$ cat src/rtl/rename_pkg.sv
// Shared defaults and index types for the register-rename unit.
package rename_pkg;

  localparam int ARCH_REGS_DEF = 32;
  localparam int PHYS_REGS_DEF = 64;
  localparam int AREG_W_DEF    = $clog2(ARCH_REGS_DEF);
  localparam int PREG_W_DEF    = $clog2(PHYS_REGS_DEF);

  typedef logic [AREG_W_DEF-1:0] areg_t;
  typedef logic [PREG_W_DEF-1:0] preg_t;

  localparam preg_t PREG_ZERO = {PREG_W_DEF{1'b0}};

endpackage

$ cat src/rtl/rename_map_phys_freelist.sv
// Circular free list of physical registers. Allocation pops at head, commit pushes at tail,
// and rollback rewinds head to the oldest unretired allocation (commit_head).
module phys_freelist
  import rename_pkg::*;
#(
  parameter int DEPTH  = PHYS_REGS_DEF - ARCH_REGS_DEF,
  parameter int BASE   = ARCH_REGS_DEF,
  parameter int PREG_W = PREG_W_DEF
) (
  input  logic              clk_i,
  input  logic              reset_i,
  input  logic              pop_i,
  input  logic              push_i,
  input  logic [PREG_W-1:0] push_data_i,
  input  logic              rollback_i,
  output logic [PREG_W-1:0] head_data_o,
  output logic [PREG_W:0]   count_o
);

  localparam int PTR_W = (DEPTH > 1) ? $clog2(DEPTH) : 1;
  typedef logic [PTR_W-1:0] ptr_t;
  localparam ptr_t            LAST = ptr_t'(DEPTH - 1);
  localparam logic [PREG_W:0] FULL = (PREG_W + 1)'(DEPTH);

  function automatic ptr_t ptr_inc(input ptr_t p);
    return (p == LAST) ? {PTR_W{1'b0}} : p + ptr_t'(1'b1);
  endfunction

  logic [PREG_W-1:0] fifo_q [DEPTH];
  logic [PREG_W-1:0] fifo_d [DEPTH];
  ptr_t              head_q, head_d, chead_q, chead_d, tail_q, tail_d;
  logic [PREG_W:0]   count_q, count_d;

  // Every retirement frees one register and retires one allocation, so tail and
  // commit_head advance together; after a rollback the whole list is free again.
  always_comb begin
    fifo_d  = fifo_q;
    tail_d  = push_i ? ptr_inc(tail_q) : tail_q;
    chead_d = push_i ? ptr_inc(chead_q) : chead_q;
    head_d  = rollback_i ? chead_d : (pop_i ? ptr_inc(head_q) : head_q);
    count_d = rollback_i ? FULL
                         : count_q + {{PREG_W{1'b0}}, push_i} - {{PREG_W{1'b0}}, pop_i};
    if (push_i) begin
      fifo_d[tail_q] = push_data_i;
    end else begin
      fifo_d[tail_q] = fifo_q[tail_q];
    end
  end

  always_ff @(posedge clk_i or posedge reset_i) begin
    if (reset_i) begin
      for (int i = 0; i < DEPTH; i++) fifo_q[i] <= PREG_W'(BASE + i);
      head_q  <= {PTR_W{1'b0}};
      chead_q <= {PTR_W{1'b0}};
      tail_q  <= {PTR_W{1'b0}};
      count_q <= FULL;
    end else begin
      fifo_q  <= fifo_d;
      head_q  <= head_d;
      chead_q <= chead_d;
      tail_q  <= tail_d;
      count_q <= count_d;
    end
  end

  assign head_data_o = fifo_q[head_q];
  assign count_o     = count_q;

endmodule

$ cat src/rtl/rename_map.sv
// Register rename: speculative RAT, committed RAT, busy table and free list.
// Optional macro RENAME_CDB_BYPASS_EN forwards a same-cycle CDB wakeup to source readiness.
module rename_map
  import rename_pkg::*;
#(
  parameter int ARCH_REGS = ARCH_REGS_DEF,
  parameter int PHYS_REGS = PHYS_REGS_DEF,
  parameter int AREG_W    = $clog2(ARCH_REGS),
  parameter int PREG_W    = $clog2(PHYS_REGS),
  parameter int FL_DEPTH  = PHYS_REGS - ARCH_REGS
) (
  input  logic              clk_i,
  input  logic              reset_i,
  input  logic              rn_valid_i,
  output logic              rn_ready_o,
  input  logic [AREG_W-1:0] rs1_addr_i,
  input  logic [AREG_W-1:0] rs2_addr_i,
  input  logic [AREG_W-1:0] rd_addr_i,
  input  logic              rd_wen_i,
  output logic [PREG_W-1:0] prs1_addr_o,
  output logic [PREG_W-1:0] prs2_addr_o,
  output logic              prs1_rdy_o,
  output logic              prs2_rdy_o,
  output logic [PREG_W-1:0] prd_addr_o,
  output logic [PREG_W-1:0] old_prd_addr_o,
  input  logic              cdb_en_i,
  input  logic [PREG_W-1:0] cdb_preg_i,
  input  logic              commit_en_i,
  input  logic [AREG_W-1:0] commit_areg_i,
  input  logic [PREG_W-1:0] commit_preg_i,
  input  logic [PREG_W-1:0] commit_old_preg_i,
  input  logic              flush_i,
  output logic [PREG_W:0]   fl_count_o
);

  localparam logic [PREG_W-1:0] PZERO = PREG_W'(PREG_ZERO);
  localparam logic [AREG_W-1:0] AZERO = {AREG_W{1'b0}};

  logic [PREG_W-1:0]    rat_q  [ARCH_REGS];
  logic [PREG_W-1:0]    rat_d  [ARCH_REGS];
  logic [PREG_W-1:0]    crat_q [ARCH_REGS];
  logic [PREG_W-1:0]    crat_d [ARCH_REGS];
  logic [PHYS_REGS-1:0] busy_q, busy_d;

  logic              alloc_req, fire, alloc, byp1, byp2;
  logic [PREG_W-1:0] fl_head, prs1, prs2;
  logic [PREG_W:0]   fl_count;

  assign alloc_req  = rd_wen_i & (rd_addr_i != AZERO);
  assign rn_ready_o = ~flush_i & ((fl_count != {(PREG_W + 1){1'b0}}) | ~alloc_req);
  assign fire       = rn_valid_i & rn_ready_o;
  assign alloc      = fire & alloc_req;

  // Lookups read pre-update state, so a source equal to rd sees the old mapping.
  assign prs1 = (rs1_addr_i == AZERO) ? PZERO : rat_q[rs1_addr_i];
  assign prs2 = (rs2_addr_i == AZERO) ? PZERO : rat_q[rs2_addr_i];

`ifdef RENAME_CDB_BYPASS_EN
  assign byp1 = cdb_en_i & (cdb_preg_i == prs1);
  assign byp2 = cdb_en_i & (cdb_preg_i == prs2);
`else
  assign byp1 = 1'b0;
  assign byp2 = 1'b0;
`endif

  assign prs1_addr_o    = prs1;
  assign prs2_addr_o    = prs2;
  assign prs1_rdy_o     = (rs1_addr_i == AZERO) | ~busy_q[prs1] | byp1;
  assign prs2_rdy_o     = (rs2_addr_i == AZERO) | ~busy_q[prs2] | byp2;
  assign prd_addr_o     = alloc ? fl_head : PZERO;
  assign old_prd_addr_o = alloc ? rat_q[rd_addr_i] : PZERO;
  assign fl_count_o     = fl_count;

  // Next map state; flush restores from the committed map including this cycle's commit.
  always_comb begin
    for (int i = 0; i < ARCH_REGS; i++) begin
      crat_d[i] = (commit_en_i && (commit_areg_i == AREG_W'(i))) ? commit_preg_i : crat_q[i];
      rat_d[i]  = flush_i ? crat_d[i]
                : ((alloc && (rd_addr_i == AREG_W'(i))) ? fl_head : rat_q[i]);
    end
    for (int i = 0; i < PHYS_REGS; i++) begin
      busy_d[i] = flush_i ? 1'b0
                : (alloc && (fl_head == PREG_W'(i))) ? 1'b1
                : (cdb_en_i && (cdb_preg_i == PREG_W'(i))) ? 1'b0
                : busy_q[i];
    end
  end

  always_ff @(posedge clk_i or posedge reset_i) begin
    if (reset_i) begin
      for (int i = 0; i < ARCH_REGS; i++) begin
        rat_q[i]  <= PREG_W'(i);
        crat_q[i] <= PREG_W'(i);
      end
      busy_q <= {PHYS_REGS{1'b0}};
    end else begin
      rat_q  <= rat_d;
      crat_q <= crat_d;
      busy_q <= busy_d;
    end
  end

  phys_freelist #(
    .DEPTH  (FL_DEPTH),
    .BASE   (ARCH_REGS),
    .PREG_W (PREG_W)
  ) u_freelist (
    .clk_i       (clk_i),
    .reset_i     (reset_i),
    .pop_i       (alloc),
    .push_i      (commit_en_i),
    .push_data_i (commit_old_preg_i),
    .rollback_i  (flush_i),
    .head_data_o (fl_head),
    .count_o     (fl_count)
  );

endmodule
$ cat config.mk
export PLATFORM = sky130hd
export DESIGN_NAME = rename_map
export DESIGN_NICKNAME = d
export VERILOG_FILES = /design/src/rtl/rename_pkg.sv /design/src/rtl/rename_map_phys_freelist.sv /design/src/rtl/rename_map.sv
export SDC_FILE = /design/constraint.sdc
export NUM_CORES = 2
export LEC_CHECK = 0
export CORE_ASPECT_RATIO = 0.5
export CORE_UTILIZATION = 58
export CTS_BUF_LIST = sky130_fd_sc_hd__clkbuf_4 sky130_fd_sc_hd__clkbuf_8
export CTS_CLUSTER_SIZE = 8
export DETAILED_ROUTE_END_ITERATION = 10
export PLACE_DENSITY = 0.74
export SETUP_SLACK_MARGIN = 0.05
export SLEW_MARGIN = 20
export SYNTH_ARGS = -nofsm -noshare
export SYNTH_HDL_FRONTEND = slang
export SYNTH_SLANG_ARGS = --single-unit
$ cat constraint.sdc
create_clock -name clk_i -period 22.8 [get_ports clk_i]
set_input_delay 2.28 -clock clk_i [delete_from_list [all_inputs] [get_ports clk_i]]
set_output_delay 2.28 -clock clk_i [all_outputs]
set_load 0.01 [all_outputs]
### Word level (Yosys, flattened, before mapping)

Cells that the tools add are included.
W data, S select, Z words.

* add/subtract/negate cells: 5
* magnitude comparators: 8
* equal/unequal tests: 191
* muxes and demuxes: 323
* bitwise logic cells: 16
* reductions and logical operators: 298

Operators with widths (count)
* $mux W6: 111
* $bwmux W192: 2
* $eq A6 B6 Y1 const B: 64
* $mux W1: 194
* $logic_and A1 B1 Y1: 193
* $eq A6 B5 Y1 const B: 32
* $mux W192: 1
* $reduce_bool A3 Y1: 64
* $eq A5 B5 Y1 const B: 35
* $bmux W6 S5: 5
* $eq A6 B4 Y1 const B: 16
* $eq A5 B4 Y1 const B: 16
* $reduce_bool A2 Y1: 33
* $eq A6 B3 Y1 const B: 8
* $eq A5 B3 Y1 const B: 8
* $demux W6 S5: 1
* $ge A6 B6 Y1 const B: 5
* $mux W5: 6
* $not A5 Y6: 5
* $eq A6 B2 Y1 const B: 4
* $eq A5 B2 Y1 const B: 4
* $logic_not A5 Y1: 4
* $add A5 B1 Y5 const B: 3
* $lt A6 B7 Y1 const B: 2
* other kinds (13): 25

* register bits: 662
* input bits: 45
* output and inout port bits: 34
* word-level logic and storage cells: 1005

### Longest topological paths before layout

* depth after elaboration: 10
* depth in mapped cells: 19
* depth with buffers taken out: 18

### Cells and area by module

From an unflattened synthesis, not the netlist that was laid out.

* cells, all modules: 3331
* area, all modules: 37460.9 sq um

Modules (own cells, without submodules)
* rename_map: instances 1, cells an instance 2253, area an instance 25553.3 sq um, seq. area each 11410.9 sq um
* phys_freelist: instances 1, cells an instance 1078, area an instance 11907.7 sq um, seq. area each 5496.5 sq um

### Worst setup path before layout

No wires, ideal clock.

* path kind: input-to-output
* from: input rs2_addr_i[1]
* to: output prs2_rdy_o
* data arrival time: 5.026 ns
* required time: 20.520 ns
* path slack: 15.494 ns
* cell stages on the path: 12
* buffers on the path: 3
* cell sequence: buf_2 > buf_1 > clkbuf_1 > mux4_2 > mux4_2 > mux2i_1 > nor2_1 > nand2_1 > a221oi_1 > nand2_1 > nand3_1 > a21oi_1

* longest elaborated chain between the ends: 9
* elaborated cells on any way between the ends: 10
* classes of those cells: mux: 6; bitwise: 3; reduce/logical: 1

Ends and longest elaborated chain
* from (decl): RTL line rename_map.sv:17 `input logic [AREG_W-1:0] rs2_addr_i,`
* $not A5 Y6 (implied by the code): RTL line rename_map.sv:56 `assign prs2 = (rs2_addr_i == AZERO) ? PZERO : rat_q[rs2_addr_i];`
* $bmux W6 S5: RTL line rename_map.sv:56
* $mux W6 (implied by the code) (2 in series): RTL line rename_map.sv:56
* $mux W6 *: RTL line rename_map.sv:56
* named net prs2_addr_o[3]: RTL line rename_map.sv:21 `output logic [PREG_W-1:0] prs2_addr_o,`
* $bmux W1 S6 *: RTL line rename_map.sv:69 `assign prs2_rdy_o = (rs2_addr_i == AZERO) | ~busy_q[prs2] | byp2;`
* $mux W1 (implied by the code) *: RTL line rename_map.sv:69
* $not A1 Y1 *: RTL line rename_map.sv:69
* $or A1 B1 Y1 *: RTL line rename_map.sv:69
* to (decl): RTL line rename_map.sv:23 `output logic prs2_rdy_o,`

Mark *: on every way through the listed nets, which the timed path passes. The rest lies on a longest branch. The select of a mux whose other input is x is not followed.

### Worst setup path in the final report

* from: input rs1_addr_i[1]
* to: output prs1_rdy_o

* longest elaborated chain between the ends: 9
* elaborated cells on any way between the ends: 10
* classes of those cells: mux: 6; bitwise: 3; reduce/logical: 1

Ends and longest elaborated chain
* from (decl): RTL line rename_map.sv:16 `input logic [AREG_W-1:0] rs1_addr_i,`
* $not A5 Y6 (implied by the code): RTL line rename_map.sv:55 `assign prs1 = (rs1_addr_i == AZERO) ? PZERO : rat_q[rs1_addr_i];`
* $bmux W6 S5: RTL line rename_map.sv:55
* $mux W6 (implied by the code) (2 in series): RTL line rename_map.sv:55
* $mux W6: RTL line rename_map.sv:55
* $bmux W1 S6: RTL line rename_map.sv:68 `assign prs1_rdy_o = (rs1_addr_i == AZERO) | ~busy_q[prs1] | byp1;`
* $mux W1 (implied by the code): RTL line rename_map.sv:68
* $not A1 Y1: RTL line rename_map.sv:68
* $or A1 B1 Y1 *: RTL line rename_map.sv:68
* to (decl): RTL line rename_map.sv:22 `output logic prs1_rdy_o,`

Every way passes the cells marked *; elsewhere a longest branch is shown, timed or not. The select of a mux whose other input is x is not followed.

==> impl_metrics.tcl <==
set metrics [dict create \
    grt_pass1_vias 27300 \
    syn_inst 3218 \
    viasPerCell 6.68 \
    syn_nets 3282 \
    die_w_um 359 \
    rsz0062_at_grt "no" \
    cp_max_fo 52 \
    worst_slew_pin_slew_ns 1.13 \
    dp.cells 3914 \
    vias 27300 \
    ys_seq_area_share_pct 45.8 \
    port_buffers 78 \
    fin_nets 3253 \
    max_slew_margin_pct 24.4 \
    grt_usage_pct 34.4 \
    die_area_um2 64700 \
    wl_mm 109 \
    place_hpwl_mm 72.3 \
    place_area_um2 38100 \
    first_iter_violations 3536 \
    antenna_found_initial 0 \
    synth_seq_cells 662 \
    yosys.cell_types.count 76 \
    ir_drop_uv 108 \
    setup_viol_count_final 0 \
    cts_made_buffers 98 \
    stdcell_count 4096 \
    crit_required_ns 20.52 \
    final_area_um2 40200 \
    layout-area-overhead-vs-synth_pct 8.75 \
    slew_violations 0 \
    clock-sinks 662 \
    ctsResizeCount 0 \
    synth_edf_count 0 \
    hold_path.class "flop to flop" \
    clk_pin_slew_ns 0.05 \
    cts_buffer_depth 3 \
    startpoint_type "input pin" \
    post-route-util_pct 64.8 \
    skew_ns 0.0428 \
    leakagePower_nw 16.6 \
    htree_num_levels 3 \
    drc 0 \
    fin_setup_tns_ns 0 \
    synth_async_sr_flop_share_pct 100 \
    crit_arrival_ns 7.17 \
    syn_area_um2 36900 \
    final_hold_viol_count 0 \
    final_common_cell "nand2_1" \
    synthFlopType "dfrtp_1" \
    clk_latency_ns 0.76 \
    critical_path_class "input pin to output port" \
    grt-ovfl-total 0 \
    grt_pass1_wl_mm 169 \
    gp_congestion 1.01 \
    synth_area_leader_cell "dfrtp_1" \
    cp-end-kind "output port" \
    period_share_pct 41.4 \
    core-area_um2 62000 \
    synth.avg_cell_area_um2 11.5 \
    wl_per_cell_um 26.7 \
    ys.warnings.count 0 \
    io_pins 79 \
    holdWs_ns 0.486 \
    grt_max_degree 171 \
    initial_core_util_pct 59.6 \
    root_buffer "clkbuf_8" \
    synth_area_leaders "dfrtp_1, dfstp_2, mux4_2, mux2i_1, mux2_2" \
    detail-route-antenna-nets 0 \
    rows 64 \
    fmax_mhz 106 \
    diodes 0 \
    synth_top_area_share_pct 26.4 \
    post_cts_hold_buffer_count 0 \
    cts_setup_buffers 0 \
    dr.pass1.iters 5 \
    dieHeight_um 180 \
    cap_violations 0 \
    powerDensity_nw_per_um2 120 \
    run_status "complete, no violations" \
    period_needed_ns 9.45 \
    cts_tree "built" \
    drive_gt1_share_pct 31.5 \
    final_cell_mix "nand2_1, o21ai_0, dfrtp_1, dfstp_2, mux2i_1" \
]
final timing paths:
path / start / end / slack, ns / cells past startpoint
setup / recovery: rs1_addr_i[1] / prs1_rdy_o / 13.35 / 13
hold / removal: u_freelist.fifo_q[82] / u_freelist.fifo_q[82] / 0.49 / 2
setup reg to reg: u_freelist.count_o[5] / rat_q[83] / 18.17 / 10
hold reg to reg: u_freelist.fifo_q[82] / u_freelist.fifo_q[82] / 0.49 / 2
max in group asynchronous: reset_i / crat_q[179] / 18.33 / 4
min in group asynchronous: reset_i / u_freelist.fifo_q[92] / 2.12 / 2
layer usage:
layer | share of wire, % | global-route usage [%] | up-vias
met3 | 10 | 7.97 | 255
met2 | 45 | 51.5 | 1533
met1 | 41 | 49.4 | 13800
li1 | - | - | 11700
met4 | 3.6 | 12.4 | 2
met5 | 0.069 | 0.799 | -
layout make-up:
cell class / instances / area [um^2]
clock buffers: 174 / 1980
clock inverters: 8 / 104
fillers: 4833 / 21800
inverters: 33 / 131
multi-input cells: 2263 / 18800
flip-flops and latches: 662 / 16900
well taps: 825 / 1030
repair buffers: 131 / 1180
cell usage after synthesis (all sizes together) (3+ instances only):
| cell | number |
|---|---|
| a2111oi | 10 |
| a211oi | 8 |
| a21oi | 93 |
| a221oi | 8 |
| a22o | 8 |
| a22oi | 17 |
| a31oi | 6 |
| a32oi | 3 |
| and2 | 8 |
| and3 | 10 |
| buf | 68 |
| clkbuf | 192 |
| dfrtp | 389 |
| dfstp | 273 |
| ha | 18 |
| inv | 31 |
| mux2 | 220 |
| mux2i | 272 |
| mux4 | 269 |
| nand2 | 560 |
| nand2b | 16 |
| nand3 | 49 |
| nand3b | 7 |
| nand4 | 12 |
| nand4b | 4 |
| nor2 | 88 |
| nor2b | 27 |
| nor3 | 16 |
| nor3b | 7 |
| nor4 | 5 |
| nor4b | 3 |
| o2111ai | 4 |
| o21ai | 469 |
| or2 | 8 |
| xnor2 | 3 |
| xor2 | 3 |
where the power goes:
| group | switching (W) | internal [W] |
|---|---|---|
| sequential | 0.000303 | 0.00160 |
| clock | 0.000478 | 0.000556 |
| combinational | 0.00111 | 0.000774 |
| total | 0.00189 | 0.00293 |
state kept, by name, indices dropped and copies added, names as in the netlist:
register	flops
crat_q	192
rat_q	192
u_freelist.fifo_q	192
busy_q	64
u_freelist.count_o	7
u_freelist.chead_q	5
u_freelist.head_q	5
u_freelist.tail_q	5
logic make-up (layout without fill, tap and decap cells):
kind of cell	after synthesis	in the layout	synth area share [%]
AND/OR/NAND/NOR	828	828	9.78
AO/OA/AOI/OAI	649	649	9.56
buffers and inverters	293	346	3.34
multiplexers	761	761	30.7
XOR/XNOR	6	6	0.142
adder cells (fa/ha/maj)	19	19	0.664
flip-flops	662	662	45.8
worst max-delay path, cell delays in order:
cell and delay [ns]:
buf_2 0.08, buf_4 0.62, mux4_2 0.59, mux4_2 0.49, o22a_1 0.23, nand2_1 0.62
inv_2 0.49, mux2i_1 0.22, mux2_2 0.29, o311a_1 0.28, and4_1 0.20, a211o_1 0.26
clkdlybuf4s50_1 0.47
per-stage QoR:
stage	worst slack, ns	total power [W]
after floorplan	2.42	0.00308
after global placement	13.50	0.00368
after detailed placement	13.46	0.00375
after CTS	13.45	0.00479
after global routing	13.17	0.00504
final	13.35	0.00482
Power figures use the tool's default switching activity.
